`src/rtl/sh_rx_pkg.sv`:
```
// rtl/sh_rx_pkg.sv - shared state encoding, CRC polynomial and defaults for the sh_rx receive path
package sh_rx_pkg;
    localparam logic [2:0] ST_IDLE     = 3'd0;
    localparam logic [2:0] ST_ARMED    = 3'd1;
    localparam logic [2:0] ST_DELAY    = 3'd2;
    localparam logic [2:0] ST_SHIFT    = 3'd3;
    localparam logic [2:0] ST_COMPLETE = 3'd4;
    localparam logic [2:0] ST_DRAIN    = 3'd5;

    localparam logic [7:0] CRC8_POLY = 8'h07;

    localparam int DEF_PACKET_BITS    = 64;
    localparam int DEF_TIMEOUT_CYCLES = 15000;
endpackage

```
`src/rtl/sh_rx_crc8.sv`:
```
// rtl/sh_rx_crc8.sv - serial CRC-8, one bit per enable, MSB-first shift
module sh_rx_crc8
    import sh_rx_pkg::*;
(
    input  logic       clk,
    input  logic       rst,
    input  logic       clr,
    input  logic       en,
    input  logic       bit_in,
    output logic [7:0] crc
);
    logic fb;

    assign fb = crc[7] ^ bit_in;

    always_ff @(posedge clk or negedge rst) begin
        if (!rst) begin
            crc <= '0;
        end else if (clr) begin
            crc <= '0;
        end else if (en) begin
            crc <= {crc[6:0], 1'b0} ^ (fb ? CRC8_POLY : 8'h00);
        end
    end
endmodule

```
`src/rtl/sh_rx_deser.sv`:
```
// rtl/sh_rx_deser.sv - strobe-driven comparator deserializer with one-deep valid/ready output register
// Optional CRC-8 check of the trailing byte (pkt_crc_ok) when SH_RX_CRC_EN is defined.
module sh_rx_deser
    import sh_rx_pkg::*;
#(
    parameter int PACKET_BITS    = DEF_PACKET_BITS,
    parameter int SAMPLE_DELAY   = 2,
    parameter int TIMEOUT_CYCLES = DEF_TIMEOUT_CYCLES,
    parameter bit MSB_FIRST      = 1'b1
) (
    input  logic                   clk,
    input  logic                   rst,
    input  logic                   rx_mode,
    input  logic                   sh_en,
    input  logic                   fsm_rst,
    input  logic                   cmp_in,
    output logic [PACKET_BITS-1:0] pkt_data,
    output logic                   pkt_valid,
    input  logic                   pkt_ready,
    output logic                   overrun,
    output logic                   timeout_err
`ifdef SH_RX_CRC_EN
    ,
    output logic                   pkt_crc_ok
`endif
);
    localparam int CW = $clog2(PACKET_BITS + 1);
    localparam int WW = $clog2(TIMEOUT_CYCLES);
    localparam logic [3:0]    DLY    = 4'(SAMPLE_DELAY);
    localparam logic [CW-1:0] LAST   = CW'(PACKET_BITS);
    localparam logic [WW-1:0] WD_MAX = WW'(TIMEOUT_CYCLES - 1);

    logic [2:0]             state, next_state, after_sample;
    logic [1:0]             cmp_sync;
    logic                   cmp_s;
    logic [PACKET_BITS-1:0] sr, sr_next;
    logic [CW-1:0]          bit_cnt;
    logic [3:0]             dly_cnt;
    logic [WW-1:0]          wdog;
    logic                   strobe_ok, sample_now, clr_sr, load;

    assign cmp_s      = cmp_sync[1];
    assign strobe_ok  = (state == ST_ARMED || state == ST_SHIFT) && sh_en && rx_mode && !fsm_rst;
    // With zero delay the strobe cycle itself is the sample point and DELAY is never entered.
    assign sample_now = rx_mode && !fsm_rst &&
                        ((state == ST_DELAY && dly_cnt == DLY) || (strobe_ok && DLY == 4'd0));
    assign sr_next    = MSB_FIRST ? {sr[PACKET_BITS-2:0], cmp_s} : {cmp_s, sr[PACKET_BITS-1:1]};
    assign after_sample = (bit_cnt + CW'(1) == LAST) ? ST_COMPLETE : ST_SHIFT;
    assign clr_sr     = (next_state == ST_ARMED) || (next_state == ST_IDLE);

    always_ff @(posedge clk or negedge rst) begin
        if (!rst) begin
            state <= ST_IDLE;
        end else begin
            state <= next_state;
        end
    end

    always_comb begin
        next_state = state;
        if (!rx_mode) begin
            next_state = ST_IDLE;
        end else if (fsm_rst && state != ST_COMPLETE) begin
            next_state = ST_ARMED;
        end else begin
            case (state)
                ST_ARMED, ST_SHIFT: begin
                    if (sh_en) begin
                        next_state = (DLY == 4'd0) ? after_sample : ST_DELAY;
                    end else if (state == ST_SHIFT && wdog == WD_MAX) begin
                        next_state = ST_IDLE;
                    end
                end
                ST_DELAY:    if (dly_cnt == DLY) next_state = after_sample;
                ST_COMPLETE: next_state = fsm_rst ? ST_ARMED : ST_DRAIN;
                ST_IDLE, ST_DRAIN: next_state = state;
                default:     next_state = ST_IDLE;
            endcase
        end
    end

    always_comb begin
        overrun     = 1'b0;
        timeout_err = 1'b0;
        load        = 1'b0;
        case (state)
            ST_SHIFT: timeout_err = rx_mode && !fsm_rst && !sh_en && (wdog == WD_MAX);
            ST_COMPLETE: begin
                load    = !pkt_valid || pkt_ready;
                overrun = pkt_valid && !pkt_ready;
            end
            default: ;
        endcase
    end

    always_ff @(posedge clk or negedge rst) begin
        if (!rst) begin
            cmp_sync <= '0;
        end else begin
            cmp_sync <= {cmp_sync[0], cmp_in};
        end
    end

    always_ff @(posedge clk or negedge rst) begin
        if (!rst) begin
            sr        <= '0;
            bit_cnt   <= '0;
            dly_cnt   <= '0;
            wdog      <= '0;
            pkt_data  <= '0;
            pkt_valid <= 1'b0;
        end else begin
            if (clr_sr) begin
                sr      <= '0;
                bit_cnt <= '0;
            end else if (sample_now) begin
                sr      <= sr_next;
                bit_cnt <= bit_cnt + CW'(1);
            end
            dly_cnt <= (state == ST_DELAY) ? dly_cnt + 4'd1 : 4'd1;
            // Watchdog runs from each accepted strobe through DELAY and SHIFT.
            if (strobe_ok || !(state == ST_DELAY || state == ST_SHIFT)) begin
                wdog <= '0;
            end else begin
                wdog <= wdog + WW'(1);
            end
            if (load) begin
                pkt_data  <= sr;
                pkt_valid <= 1'b1;
            end else if (pkt_valid && pkt_ready) begin
                pkt_valid <= 1'b0;
            end
        end
    end

`ifdef SH_RX_CRC_EN
    logic [7:0] crc, recv_crc;
    logic       crc_en;

    assign crc_en = sample_now && (bit_cnt < CW'(PACKET_BITS - 8));

    always_comb begin
        recv_crc = '0;
        for (int j = 0; j < 8; j++) begin
            recv_crc[7-j] = MSB_FIRST ? sr[7-j] : sr[PACKET_BITS-8+j];
        end
    end

    sh_rx_crc8 u_crc (
        .clk    (clk),
        .rst    (rst),
        .clr    (next_state == ST_ARMED),
        .en     (crc_en),
        .bit_in (cmp_s),
        .crc    (crc)
    );

    always_ff @(posedge clk or negedge rst) begin
        if (!rst) begin
            pkt_crc_ok <= 1'b0;
        end else if (load) begin
            pkt_crc_ok <= (crc == recv_crc);
        end
    end
`endif
endmodule

```
`config.mk`:
```
export PLATFORM = sky130hd
export DESIGN_NAME = sh_rx_deser
export DESIGN_NICKNAME = d
export VERILOG_FILES = /design/src/rtl/sh_rx_pkg.sv /design/src/rtl/sh_rx_crc8.sv /design/src/rtl/sh_rx_deser.sv
export SDC_FILE = /design/constraint.sdc
export NUM_CORES = 1
export LEC_CHECK = 0
export CORE_MARGIN = 2
export CORE_UTILIZATION = 45
export CTS_BUF_LIST = sky130_fd_sc_hd__clkbuf_8
export DETAILED_ROUTE_END_ITERATION = 10
export PLACE_DENSITY = 0.64
export SYNTH_ARGS = -nofsm -noshare
export SYNTH_HDL_FRONTEND = slang
export SYNTH_HIERARCHICAL = 1
export SYNTH_SLANG_ARGS = --single-unit
```
`constraint.sdc`:
```
create_clock -name clk -period 6.15 [get_ports clk]
set_clock_uncertainty 0.15 [all_clocks]
set_input_delay 1.23 -clock clk [delete_from_list [all_inputs] [get_ports clk]]
set_output_delay 1.23 -clock clk [all_outputs]
set_load 0.005 [all_outputs]
```
==> results.md, run 1 <==
- WL/cell: 14.1 um
- Synthesized area: 6670 um2
- Chip width: 126 um
- Maximum vdd drop: 0.120 mV
- Die H: 126 um
- Clock-pin slew on the worst setup and hold paths: 0.08 ns
- P&R area growth vs syn: 18.6%
- Vias/cell: 5.12
- CTS tree: yes
- Gr ovfl total: 0
- Post-synth EDFFs: 0
- Share of cells above drive strength 1: 0.267
- CTS Hold Bufs: 0
- Setup Buffers After CTS: 0
- Yosys cell types: 34
- Setup_tns: 0 ns
- CTS sink cnt: 159
- H-tree depth: 4
- Hold depth: 0
- Worst reg2reg endpoint: bit_cnt[6]$_DFFE_PN0P_
- Fin crit share: 0.704
- Dpl cells: 800
- Initial antenna violation count: 0
- Avg Inst Size Synth: 11.8 um2
- Starting Density: 0.460
- Measured slew at the worst slew-check pin: 0.961 ns
- IO Port Bufs: 73
- Final wirelength: 11.8 mm
- First-pass GRT wire length: 20.8 mm
- Pins over their slew limit: 0
- Worst reg2reg setup slack: 2.84 ns
- Slew Limit Headroom: 0.359
- Worst flop-to-flop path startpoint: wdog[0]$_DFF_PN0_
- Mapped Cells: 567
- LEAKAGE: 3.34 nW
- Fin nets: 646
- Fin area: 7900 um2
- Hold Path End: cmp_sync[1]$_DFF_PN0_
- Worst slack at placement: 1.81 ns
- Pwr Density: 229 nW/um2
- Via count: 4262
- Skew-Pair Late Insertion Delay: 0.44 ns
- Placer Congestion: 0.782
- Number of CTS-inserted buffers: 17
- CP Data Required Time: 4.77 ns
- Antenna diodes: 0
- Post-DP HPWL: 7.31 mm
- Cell row count: 44
- Register area share after synthesis: 0.597
- CTS resizes: 0
- Top_reg_cell synth: dfrtp_1
- Largest net degree at the start of global routing: 106
- Crit path launch type: primary input
- RSZ-0062 raised after global routing: false
- DIE AREA: 15800 um2
- Crit path kind: in2out
- Status: finished, final reports clean
- Critical path fanouts, max: 4
- Max Cap Viol: 0
- Non-Filler Instances: 832
- Antenna Nets Post-Route: 0
- Highest Clock Rate: 231 MHz
- Total Routing Usage GR: 0.162
- IO Pins: 74
- Clock root cell: clkbuf_8
- Drt drc: 0
- Worst Setup End Kind: output port
- Tot Pwr: 1.81 mW
- HP Class: reg2reg
- YS warnings: 6
- Core area: 14500 um2
- TritonRoute pass-1 iters: 4
- Seq cells post-synth: 159
- Final Hold Vio Count: 0
- Number of global-route vias before repair: 4314
- Post-synth ARST share: 1.00
- Setup WS post-layout: 1.82 ns
- Final min period: 4.33 ns
- DRT iter0 DRCs: 336
- Maximum buffer depth of the clock tree: 2
- WP data arrival: 2.95 ns
- Setup violators final: 0
- Cells on worst reg2reg path: 7
- Hold_sp: cmp_sync[0]$_DFF_PN0_
- Mapped Nets: 578
- Dpl cell area: 7520 um2
-- kinds of logic (layout without fill, tap and decap cells) --
logic type | count (synthesis) | count (layout) | share of synthesized area
XOR/XNOR | 18 | 18 | 0.0237
flip-flops | 159 | 159 | 0.597
AO/OA/AOI/OAI | 78 | 78 | 0.0972
multiplexers | 64 | 64 | 0.108
adder cells (fa/ha/maj) | 4 | 4 | 0.00751
AND/OR/NAND/NOR | 210 | 210 | 0.138
buffers and inverters | 34 | 115 | 0.0282
-- metrics by stage --
step,utilization,hold WS (ns)
2_1_floorplan,-,0.181
3_3_place_gp,0.520,0.237
3_5_place_dp,0.520,0.242
4_1_cts,0.546,0.257
5_1_grt,0.546,0.259
6_report,0.546,0.246
-- sequential cells by signal (all words and copies together) (netlist names) --
name / flops
dly_cnt: 4
sr: 64
wdog: 14
cmp_sync: 2
bit_cnt: 7
pkt_data: 64
pkt_valid: 1
state: 3
-- worst max-delay path: stages --
cell,delay [ns]
clkdlybuf4s50_1,0.50
nor3b_1,0.28
and3_1,0.23
nor3b_1,0.19
clkdlybuf4s50_1,0.52
-- worst max-delay path by stage --
stage	startpoint	to	slack, ns	cells after the start
final	rx_mode	timeout_err	1.82	5
after global routing	rx_mode	timeout_err	1.70	5
after CTS	rx_mode	timeout_err	1.80	5
after detailed placement	rx_mode	timeout_err	1.81	5
after global placement	rx_mode	timeout_err	1.90	5
after floorplan	fsm_rst	timeout_err	2.94	3
-- report_power, final --
group	switching [mW]	total [mW]	internal, mW
Clock	0.367	0.725	0.358
Sequential	0.00179	1.05	1.05
Combinational	0.0299	0.0372	0.00730
-- layer usage --
layer,global-route usage,up-vias,wire length [um]
met2,0.255,69,5530
met1,0.219,2144,5730
li1,-,2036,-
met3,0.0429,13,368
met5,0,-,0
met4,0.0536,0,146
-- Yosys cell counts (2+ instances only) --
cell	count	share of area
and3_1	5	0.0047
buf_2	3	0.0023
nand4_1	4	0.0038
or2_2	2	0.0019
dfrtp_1	159	0.60
nand3_1	9	0.0068
or3_1	4	0.0038
nor2_1	23	0.013
xor2_1	12	0.016
mux2_2	64	0.11
nand2b_1	4	0.0038
nor3_1	3	0.0023
a21oi_1	3	0.0023
clkbuf_1	19	0.011
inv_1	4	0.0023
o21ai_0	6	0.0045
a21oi_2	65	0.085
buf_6	7	0.012
nor3_2	2	0.0030
xnor2_1	6	0.0079
nand4bb_1	2	0.0034
nand3b_1	2	0.0023
nand2_1	141	0.079
nor3b_1	4	0.0045
or3b_1	2	0.0026
ha_1	4	0.0075
-- layout by cell type, fill, tap and decap left out, types with 4 or more instances in the layout --
cell             count
dfrtp_1            159
nand2_1            140
clkdlybuf4s50_1     72
a21oi_2             65
mux2_2              64
nor2_1              23
clkbuf_8            21
xor2_1              12
nand3_1              9
o21ai_0              6
inv_1                6
xnor2_1              6
buf_4                6
and3_1               5
nand2b_1             4
nor3b_1              4
nand4_1              4
ha_1                 4
clkinvlp_4           4
-- final cells by class --
class                           instances  area (um2)
Clock buffer                           21         289
Clock inverter                         11        91.3
Fill cell                            1228        6580
Inverter                                4        15.0
Multi-Input combinational cell        374        2520
Sequential cell                       159        3980
Tap cell                              184         230
Timing Repair Buffer                   79         777
(Power assumes the default switching activity.)
==> run 2, diff against run 1 <==
--- a/config.mk
+++ b/config.mk
@@ -9,7 +9,7 @@
 export CORE_UTILIZATION = 45
 export CTS_BUF_LIST = sky130_fd_sc_hd__clkbuf_8
 export DETAILED_ROUTE_END_ITERATION = 10
-export PLACE_DENSITY = 0.64
+export PLACE_DENSITY = 0.67
 export SYNTH_ARGS = -nofsm -noshare
 export SYNTH_HDL_FRONTEND = slang
 export SYNTH_HIERARCHICAL = 1
==> constraint.sdc (replaced) <==
create_clock -name clk -period 3.7 [get_ports clk]
set_clock_uncertainty 0.15 [all_clocks]
set_input_delay 0.74 -clock clk [delete_from_list [all_inputs] [get_ports clk]]
set_output_delay 0.74 -clock clk [all_outputs]
set_load 0.005 [all_outputs]
==> run 2 against run 1 <==
Largest cell class unchanged; design area is 0.46% higher; count of clock-buffer cells in the layout is 1 lower; critical path type is now reg2out; utilization is 0.25 points higher; highest routed layer unchanged; first-iteration DRC count is 12% lower.
==> results.md, run 2 (same netlist as run 1, synthesis figures left out) <==
- Status: finished, final reports clean
- Commonest non-fill, non-tap cell in the layout: dfrtp_1
- Maximum vdd drop: 0.189 mV (+58%)
- Setup violators final: 0 (unchanged)
- Switching Fraction: 0.217 (-0.00297)
- Vias/cell: 5.10 (-0.48%)
- Worst slack at placement: 0.350 ns (-1.46 ns)
- Clock root cell: clkbuf_8
- Internal: 2.32 mW (+64%)
- CTS resizes: 0 (unchanged)
- WP data arrival: 2.60 ns (-0.35 ns)
- CP Data Required Time: 2.81 ns (-1.96 ns)
- Antenna diodes: 0 (unchanged)
- Initial antenna violation count: 0 (unchanged)
- Final Hold Vio Count: 0 (unchanged)
- Clock power frac: 0.390 (-0.010)
- Placer Congestion: 0.770 (-1.6%)
- Core area: 14500 um2 (unchanged)
- Fin nets: 649 (+0.46%)
- Pins over their slew limit: 0 (unchanged)
- Share of cells above drive strength 1: 0.263 (-0.00430)
- Die H: 126 um (unchanged)
- RSZ-0062 raised after global routing: false
- H-tree depth: 4 (unchanged)
- Post-DP HPWL: 7.75 mm (+6.0%)
- DIE AREA: 15800 um2 (unchanged)
- Worst path cell trace: ha_1 > nand4bb_1 > or4_1 > nor3b_1 > clkdlybuf4s50_1
- Crit path kind: reg2out
- IO Pins: 74 (unchanged)
- Critical path fanouts, max: 5 (+1)
- Highest Clock Rate: 286 MHz
- Number of global-route vias before repair: 4321 (+0.16%)
- Max incr delay on CP: 0.59 ns (+0.07 ns)
- Sequential power share: 0.588 (+0.009)
- Skew-Pair Late Insertion Delay: 0.45 ns (about the same)
- Pwr Density: 373 nW/um2 (+63%)
- DRT iter0 DRCs: 297 (-12%)
- Chip width: 126 um (unchanged)
- Worst Setup End Kind: output port
- Largest net degree at the start of global routing: 68 (-36%)
- Switching pwr: 0.644 mW (+62%)
- Final min period: 3.49 ns
- CTS Hold Bufs: 0 (unchanged)
- Max Cap Viol: 0 (unchanged)
- Antenna Nets Post-Route: 0 (unchanged)
- Most frequent cells in the layout: dfrtp_1, nand2_1, clkdlybuf4s50_1, a21oi_2, mux2_2
- IO Port Bufs: 73 (unchanged)
- WL/cell: 14.5 um (+2.7%)
- Slew Limit Headroom: 0.419 (+0.0595)
- First-pass GRT wire length: 21.1 mm (+1.4%)
- LEAKAGE: 3.38 nW (+1.2%)
- Crit path launch type: flip-flop
- Slowest CP cell: or4_1
- Biggest registers after layout: pkt_data (64), sr (64), wdog (14)
- Via count: 4257 (-0.12%)
- Dpl cell area: 7580 um2 (+0.80%)
- Measured slew at the worst slew-check pin: 0.872 ns (-0.0893 ns)
- Setup WS post-layout: 0.206 ns (-1.61 ns)
- Fin area: 7940 um2 (+0.46%)
- Clock-pin slew on the worst setup and hold paths: 0.08 ns (about the same)
- Critical path buffers and inverters: 1 (-1)
- Maximum buffer depth of the clock tree: 2 (unchanged)
- HP Class: in2async
- CP top delay family: simple AND/OR/NAND/NOR gates
- Setup Buffers After CTS: 0 (unchanged)
- Fraction of power consumed by combinational cells: 0.023 (+0.002)
- Starting Density: 0.460 (unchanged)
- Drt drc: 0 (unchanged)
- Gr ovfl total: 0 (unchanged)
- Setup_tns: 0 ns (unchanged)
- Total Routing Usage GR: 0.166 (+0.00472)
- Number of CTS-inserted buffers: 17 (unchanged)
- Fin crit share: 0.944
- Cell row count: 44 (unchanged)
- TritonRoute pass-1 iters: 6 (+2)
- Final wirelength: 12.1 mm (+3.1%)
- CTS sink cnt: 159 (unchanged)
- P&R area growth vs syn: 19.1%
- CTS tree: yes
[run 2: cell types whose count changed in the layout (fill, tap and decap cells not counted)]
cell	delta
inv_1	+5
clkinv_4	-1
clkinv_2	-1
clkinvlp_4	-2
buf_12	+3
clkbuf_8	-1
[run 2: final cells by class]
cell class / instances / area, um2
fillers: 1230 / 6540
flip-flops and latches: 159 / 3980
multi-input cells: 374 / 2520
repair buffers: 82 / 837
clock buffers: 20 / 275
well taps: 184 / 230
clock inverters: 12 / 81.3
inverters: 4 / 15.0
[run 2: final timing paths]
check | start | to | slack, ns | cells past startpoint
setup reg to reg | wdog[0]$_DFF_PN0_ | sr[21]$_DFFE_PN0P_ | 0.71 | 7
max in group asynchronous | rst | wdog[12]$_DFF_PN0_ | 2.59 | 2
hold reg to reg | cmp_sync[0]$_DFF_PN0_ | cmp_sync[1]$_DFF_PN0_ | 0.20 | 0
hold / removal | rst | sr[8]$_DFFE_PN0P_ | 0.1 | 1
min in group clk | cmp_sync[0]$_DFF_PN0_ | cmp_sync[1]$_DFF_PN0_ | 0.20 | 0
setup / recovery | wdog[0]$_DFF_PN0_ | timeout_err | 0.21 | 5
[run 2: power by group through the flow]
stage | registers [mW] | logic (mW) | clock network [mW]
after global placement | 1.78 | 0.0687 | 0
after CTS | 1.74 | 0.0711 | 1.20
after detailed placement | 1.78 | 0.0710 | 0
final | 1.74 | 0.0677 | 1.15
after global routing | 1.74 | 0.0783 | 1.27
after floorplan | 1.78 | 0.0216 | 0
[run 2: layer usage]
layer / up-vias / track usage / share of wire
met5: - / 0 / 0
met4: 0 / 0.0647 / 0.017
met3: 21 / 0.0425 / 0.035
met2: 63 / 0.265 / 0.47
met1: 2136 / 0.221 / 0.47
li1: 2037 / - / -
[run 2: worst reg2reg max path, delay by kind of cell (launching register included)]
family	cells	cell delay [ns]
buf+inv	1	0.33
simple gates	2	0.72
fa+ha+maj	1	0.27
flops	1	0.41
compound gates	3	0.98
[run 2: stage by stage]
step	power (mW)	instances	hold slack, ns	util
after floorplan	1.80	567	0.181	-
after global placement	1.84	803	0.186	0.524
after detailed placement	1.85	803	0.187	0.524
after CTS	3.01	835	0.0918	0.548
after global routing	3.09	835	0.112	0.548
final	2.96	835	0.0993	0.548
